--- src/rtl/hazard_ctrl_if.sv ---
// hazard_ctrl_if: decode/execute hazard signals between the pipeline (master) and hazard_ctrl (slave)
interface hazard_ctrl_if #(parameter int CNT_W = 16);
  logic [4:0]       Rs1D;
  logic [4:0]       Rs2D;
  logic [4:0]       RdD;
  logic             RegWriteD;
  logic             ResultSrcD;
  logic             UsesRs1D;
  logic             UsesRs2D;
  logic             PCSrcE;
  logic             StallF;
  logic             StallD;
  logic             FlushD;
  logic             FlushE;
  logic [1:0]       ForwardAE;
  logic [1:0]       ForwardBE;
  logic [CNT_W-1:0] StallCount;
  logic [CNT_W-1:0] FlushCount;
  modport master (
    output Rs1D, Rs2D, RdD, RegWriteD, ResultSrcD, UsesRs1D, UsesRs2D, PCSrcE,
    input  StallF, StallD, FlushD, FlushE, ForwardAE, ForwardBE, StallCount, FlushCount
  );
  modport slave (
    input  Rs1D, Rs2D, RdD, RegWriteD, ResultSrcD, UsesRs1D, UsesRs2D, PCSrcE,
    output StallF, StallD, FlushD, FlushE, ForwardAE, ForwardBE, StallCount, FlushCount
  );
endinterface

--- src/rtl/hazard_ctrl.sv ---
// hazard_ctrl: load-use/branch hazard detection, stall/flush control, forwarding selects and event counters
// Ports: clk, rst (async, active-high); hz (slave) carries decode fields and PCSrcE in,
// StallF/StallD/FlushD/FlushE, ForwardAE/ForwardBE and saturating StallCount/FlushCount out.
module hazard_ctrl #(
  parameter int CNT_W = 16
) (
  input logic        clk,
  input logic        rst,
  hazard_ctrl_if.slave hz
);
  typedef struct packed {
    logic       valid;
    logic [4:0] rd;
    logic       reg_write;
    logic       load;
  } stage_t;
  stage_t           e_q, e_d, m_q, m_d, w_q, w_d;
  logic             valid_d_q, valid_d_d;
  logic [4:0]       rs1_e_q, rs1_e_d, rs2_e_q, rs2_e_d;
  logic [CNT_W-1:0] stall_cnt_q, stall_cnt_d, flush_cnt_q, flush_cnt_d;
  logic             lu, br, stall, flush_e;
  // M is checked first so the youngest producer wins; x0 never forwards
  function automatic logic [1:0] fwd_sel(input logic [4:0] rs, input stage_t m, input stage_t w);
    fwd_sel = (m.valid & m.reg_write & (|m.rd) & (m.rd == rs)) ? 2'b10 :
              (w.valid & w.reg_write & (|w.rd) & (w.rd == rs)) ? 2'b01 : 2'b00;
  endfunction
  always_comb begin
    lu = valid_d_q & e_q.valid & e_q.load & (|e_q.rd) &
         ((hz.UsesRs1D & (hz.Rs1D == e_q.rd)) | (hz.UsesRs2D & (hz.Rs2D == e_q.rd)));
    br = e_q.valid & hz.PCSrcE;
    stall = lu & ~br;
    flush_e = br | lu;
    w_d = m_q;
    m_d = e_q;
    e_d = flush_e ? {1'b0, e_q.rd, e_q.reg_write, e_q.load} :
                    {valid_d_q, hz.RdD, hz.RegWriteD, hz.ResultSrcD};
    rs1_e_d = flush_e ? rs1_e_q : hz.Rs1D;
    rs2_e_d = flush_e ? rs2_e_q : hz.Rs2D;
    valid_d_d = br ? 1'b0 : stall ? valid_d_q : 1'b1;
    stall_cnt_d = (stall & ~&stall_cnt_q) ? stall_cnt_q + CNT_W'(1) : stall_cnt_q;
    flush_cnt_d = (br & ~&flush_cnt_q) ? flush_cnt_q + CNT_W'(1) : flush_cnt_q;
  end
  always_ff @(posedge clk or posedge rst) begin
    if (rst) begin
      valid_d_q   <= 1'b0;
      e_q         <= '0;
      m_q         <= '0;
      w_q         <= '0;
      rs1_e_q     <= '0;
      rs2_e_q     <= '0;
      stall_cnt_q <= '0;
      flush_cnt_q <= '0;
    end else begin
      valid_d_q   <= valid_d_d;
      e_q         <= e_d;
      m_q         <= m_d;
      w_q         <= w_d;
      rs1_e_q     <= rs1_e_d;
      rs2_e_q     <= rs2_e_d;
      stall_cnt_q <= stall_cnt_d;
      flush_cnt_q <= flush_cnt_d;
    end
  end
  assign hz.StallF     = stall;
  assign hz.StallD     = stall;
  assign hz.FlushD     = br;
  assign hz.FlushE     = flush_e;
  assign hz.ForwardAE  = fwd_sel(rs1_e_q, m_q, w_q);
  assign hz.ForwardBE  = fwd_sel(rs2_e_q, m_q, w_q);
  assign hz.StallCount = stall_cnt_q;
  assign hz.FlushCount = flush_cnt_q;
endmodule
--- src/flat_wrapper.sv ---
// flat-port wrapper written by rule: the top's interface ports become plain ports
module hazard_ctrl_flat 
#(
  parameter int CNT_W = 16
)
  (clk, rst, hz_Rs1D, hz_Rs2D, hz_RdD, hz_RegWriteD, hz_ResultSrcD, hz_UsesRs1D, hz_UsesRs2D, hz_PCSrcE, hz_StallF, hz_StallD, hz_FlushD, hz_FlushE, hz_ForwardAE, hz_ForwardBE, hz_StallCount, hz_FlushCount);
  hazard_ctrl_if #(.CNT_W(CNT_W)) hz_i ();
  input logic clk;
  input logic rst;
  input wire logic [$bits(hz_i.Rs1D)-1:0] hz_Rs1D;
  input wire logic [$bits(hz_i.Rs2D)-1:0] hz_Rs2D;
  input wire logic [$bits(hz_i.RdD)-1:0] hz_RdD;
  input wire logic [$bits(hz_i.RegWriteD)-1:0] hz_RegWriteD;
  input wire logic [$bits(hz_i.ResultSrcD)-1:0] hz_ResultSrcD;
  input wire logic [$bits(hz_i.UsesRs1D)-1:0] hz_UsesRs1D;
  input wire logic [$bits(hz_i.UsesRs2D)-1:0] hz_UsesRs2D;
  input wire logic [$bits(hz_i.PCSrcE)-1:0] hz_PCSrcE;
  output wire logic [$bits(hz_i.StallF)-1:0] hz_StallF;
  output wire logic [$bits(hz_i.StallD)-1:0] hz_StallD;
  output wire logic [$bits(hz_i.FlushD)-1:0] hz_FlushD;
  output wire logic [$bits(hz_i.FlushE)-1:0] hz_FlushE;
  output wire logic [$bits(hz_i.ForwardAE)-1:0] hz_ForwardAE;
  output wire logic [$bits(hz_i.ForwardBE)-1:0] hz_ForwardBE;
  output wire logic [$bits(hz_i.StallCount)-1:0] hz_StallCount;
  output wire logic [$bits(hz_i.FlushCount)-1:0] hz_FlushCount;
  assign hz_i.Rs1D = hz_Rs1D;
  assign hz_i.Rs2D = hz_Rs2D;
  assign hz_i.RdD = hz_RdD;
  assign hz_i.RegWriteD = hz_RegWriteD;
  assign hz_i.ResultSrcD = hz_ResultSrcD;
  assign hz_i.UsesRs1D = hz_UsesRs1D;
  assign hz_i.UsesRs2D = hz_UsesRs2D;
  assign hz_i.PCSrcE = hz_PCSrcE;
  assign hz_StallF = hz_i.StallF;
  assign hz_StallD = hz_i.StallD;
  assign hz_FlushD = hz_i.FlushD;
  assign hz_FlushE = hz_i.FlushE;
  assign hz_ForwardAE = hz_i.ForwardAE;
  assign hz_ForwardBE = hz_i.ForwardBE;
  assign hz_StallCount = hz_i.StallCount;
  assign hz_FlushCount = hz_i.FlushCount;
  hazard_ctrl #(.CNT_W(CNT_W)) u_core (.clk(clk), .rst(rst), .hz(hz_i));
endmodule
--- config.mk ---
export PLATFORM = sky130hd
export DESIGN_NAME = hazard_ctrl_flat
export DESIGN_NICKNAME = d
export VERILOG_FILES = /design/src/rtl/hazard_ctrl_if.sv /design/src/rtl/hazard_ctrl.sv /design/src/flat_wrapper.sv
export SDC_FILE = /design/constraint.sdc
export NUM_CORES = 1
export LEC_CHECK = 0
export ABC_CLOCK_PERIOD_IN_PS = 5280
export BUFFER_PORTS_ARGS = -buffer_cell sky130_fd_sc_hd__buf_4
export CAP_MARGIN = 5
export CORE_UTILIZATION = 35
export DETAILED_ROUTE_END_ITERATION = 7
export PLACE_DENSITY = 0.65
export SKIP_LAST_GASP = 1
export SYNTH_ARGS = -nofsm -noshare
export SYNTH_HDL_FRONTEND = slang
export SYNTH_SLANG_ARGS = --single-unit
export TNS_END_PERCENT = 1
--- constraint.sdc ---
create_clock -name clk -period 5.28 [get_ports clk]
set_clock_uncertainty 0.2 [all_clocks]
set_input_delay 0.264 -clock clk [delete_from_list [all_inputs] [get_ports clk]]
set_output_delay 0.264 -clock clk [all_outputs]
set_load 0.005 [all_outputs]
==> impl_metrics.py <==
metrics = {
    "outcome": {
        "status": "finished clean",
    },
    "cts": {
        "cts_setup_buffers": 0,
        "clock_tree.root_cell": "clkbuf_8",
        "cts_buffers": 9,
        "hold_buffers": 18,
        "tritoncts": "done",
        "clk_path_buf_depth": 2,
        "h-tree-depth": 3,
        "ctsResizeCount": 0,
        "cts.sinks": 65,
        "clkTransAtPathRegs_ps": 70,
        "clk_latency_ps": 340,
    },
    "die": {
        "die_y_um": 95.87,
        "die-area_um2": 9191,
        "core_area_um2": 8382,
        "die_w_um": 95.87,
        "io_pins": 62,
        "rows": 33,
        "initial_core_util": 0.3680,
    },
    "critical_path": {
        "required_ps": 4820,
        "start_kind": "flip-flop",
        "worstSetupPathType": "flip-flop to primary output",
        "cp-end-kind": "primary output",
        "cp_max_fo": 19,
        "critPathArrivalTime_ps": 2530,
    },
    "global_routing": {
        "grt_pass1_wl_um": 10370,
        "grt.total_usage": 0.1535,
        "grt_pass1_vias": 2128,
        "grt_max_degree": 66,
        "grt_overflow": 0,
        "grt_antenna_before_repair": 0,
    },
    "timing": {
        "hold_ws_ps": 180.9,
        "timing.final.crit_period_ps": 2990,
        "fin_crit_sh": 0.5662,
        "setup_viol": 0,
        "slew_headroom": 0.4595,
        "maxSlewViolCount": 0,
        "max_freq_ghz": 0.3345,
        "worst_pin_slew_ps": 810.8,
        "finalHoldViolCount": 0,
        "tns_ps": 0,
        "rsz0062_at_grt": "false",
    },
    "layout": {
        "multi_input_area_um2": 1406,
        "post-route-util": 0.4796,
        "finalInstanceArea_um2": 4020,
        "nFillCells": 797,
        "antennaDiodeCount": 0,
        "seqCellArea_um2": 1627,
        "syn2layout_area_growth_pct": 30.34,
        "drive_above_1_share": 0.3026,
        "nets": 366,
    },
    "route": {
        "drtAntennaViolNets": 0,
        "first_pass_iters": 4,
        "wire_per_inst_um": 14.48,
        "drt_wl_total_um": 6547,
        "num_vias": 2223,
        "routed_via_density": 4.918,
        "drc_errors": 0,
        "drtIter0Drc": 55,
    },
    "synthesis": {
        "synth_cell_types": 36,
        "ys_seq_elements": 65,
        "yosys_warnings": 0,
        "syn_avg_cell_area_um2": 12.09,
        "synth_fp_nets": 279,
        "ys_seq_area_frac": 0.5274,
        "synth_area_um2": 3084,
        "netlist_instances": 255,
    },
    "job": {
        "maxCapViolations": 0,
    },
    "power_and_ir_drop": {
        "power_density_nw_per_um2": 317.2,
        "p_total_mw": 1.275,
        "cellLeakagePower_nw": 1.838,
        "max-vdd-ir-drop_mv": 0.1397,
    },
    "placed_design": {
        "gp_congestion": 0.7968,
        "hpwl_um": 4612,
        "portBuffers": 61,
        "placedInstanceArea_um2": 3645,
    },
    "min_path": {
        "hold_path.class": "flip-flop to flip-flop",
    },
}
## metal layers
layer  vias up  wire length (um)  global-route usage
met5         -                 0                   0
met4         0               121             0.07836
met3         8               228             0.02765
met2        42              2997              0.2339
met1      1087              3199              0.2092
li1       1086                 -                   -
## final timing paths
check                                     startpoint                              endpoint  slack [ps]  cells past startpoint
max reg2reg                u_core.e_q[3]$_DFFE_PP0N_         u_core.rs2_e_q[1]$_DFFE_PP0N_        2620                      4
min in group asynchronous                        rst  u_core.hz.FlushCount[12]$_DFFE_PP0P_         530                      4
max in group asynchronous                        rst   u_core.hz.StallCount[6]$_DFFE_PP0P_        3830                      4
min reg2reg                u_core.e_q[1]$_DFFE_PP0N_               u_core.m_q[1]$_DFF_PP0_         180                      0
max                        u_core.e_q[3]$_DFFE_PP0N_                             hz_FlushE        2290                      5
min                        u_core.e_q[1]$_DFFE_PP0N_               u_core.m_q[1]$_DFF_PP0_         180                      0
## cells in the mapped netlist, drive strengths merged
master	n	area, um^2
a21oi	2	21.27
a31oi	2	12.51
a41oi	1	8.760
and2	5	32.53
and3	17	106.4
and4	3	26.28
and4b	1	10.01
buf	3	32.53
clkbuf	1	3.750
clkinv	1	3.750
dfrtp	65	1627
ha	2	25.02
inv	3	11.26
mux2	22	277.8
nand2	12	45.04
nand2b	1	6.260
nand3	16	80.08
nand4	16	100.1
nor2	8	30.03
nor3	3	15.01
nor3b	1	7.510
nor4	3	18.77
nor4b	1	8.760
o2111a	1	12.51
o2111ai	1	8.760
o211ai	2	15.01
o21ai	1	5.000
o22ai	1	12.51
or4	4	30.03
xnor2	41	359.1
xor2	15	131.4
## area by class of cell
cell class,count,share of cell area
sequential,65,0.4046
timing repair buffer,80,0.1606
clock buffer,9,0.03081
inverter,4,0.003735
tap,105,0.03268
multi-input combinational,182,0.3498
clock inverter,7,0.01774
## through the flow
step                setup WS [ps]  std cells
finish                       2290        452
global route                 2155        452
CTS                          2258        452
detailed placement           2625        418
global placement             2657        418
floorplan                    2940        255
## flip-flops by register name, summed over array words and instances, names as in the netlist
name and flops:
u_core.w_q 7, u_core.rs2_e_q 5, u_core.valid_d_q 1, u_core.rs1_e_q 5, u_core.e_q 8, u_core.hz.StallCount 16
u_core.hz.FlushCount 16, u_core.m_q 7
## kinds of logic after synthesis
group / share of synthesized area
AO/OA/AOI/OAI: 0.03123
XOR/XNOR: 0.1590
adder cells (fa/ha/maj): 0.008112
buffers and inverters: 0.01663
flip-flops: 0.5274
multiplexers: 0.09006
AND/OR/NAND/NOR: 0.1676
## cell usage in the layout, fill, tap and decap left out, types with 4 or more instances in the layout
| master | Yosys | layout |
|---|---|---|
| xor2_1 | 15 | 15 |
| nand4_1 | 16 | 16 |
| clkbuf_8 | 0 | 9 |
| and3_1 | 17 | 17 |
| or4_1 | 4 | 4 |
| nand3_1 | 16 | 16 |
| mux2_2 | 14 | 14 |
| xnor2_1 | 41 | 41 |
| nor2_1 | 8 | 8 |
| mux2_4 | 8 | 8 |
| nand2_1 | 12 | 12 |
| buf_4 | 1 | 62 |
| and2_1 | 4 | 4 |
| dfrtp_1 | 65 | 65 |
| dlygate4sd3_1 | 0 | 18 |
## worst max-delay path, stage by stage, from the launching register on
cell,delay (ps)
dfrtp_1,440
or4_1,570
o2111a_2,320
a21oi_4,600
inv_1,90
buf_4,160
## where the power goes
| part | internal, mW | switching (mW) |
|---|---|---|
| clock network | 0.218 | 0.197 |
| registers | 0.557 | 0.0720 |
| logic | 0.139 | 0.0924 |
(Power assumes the default switching activity.)
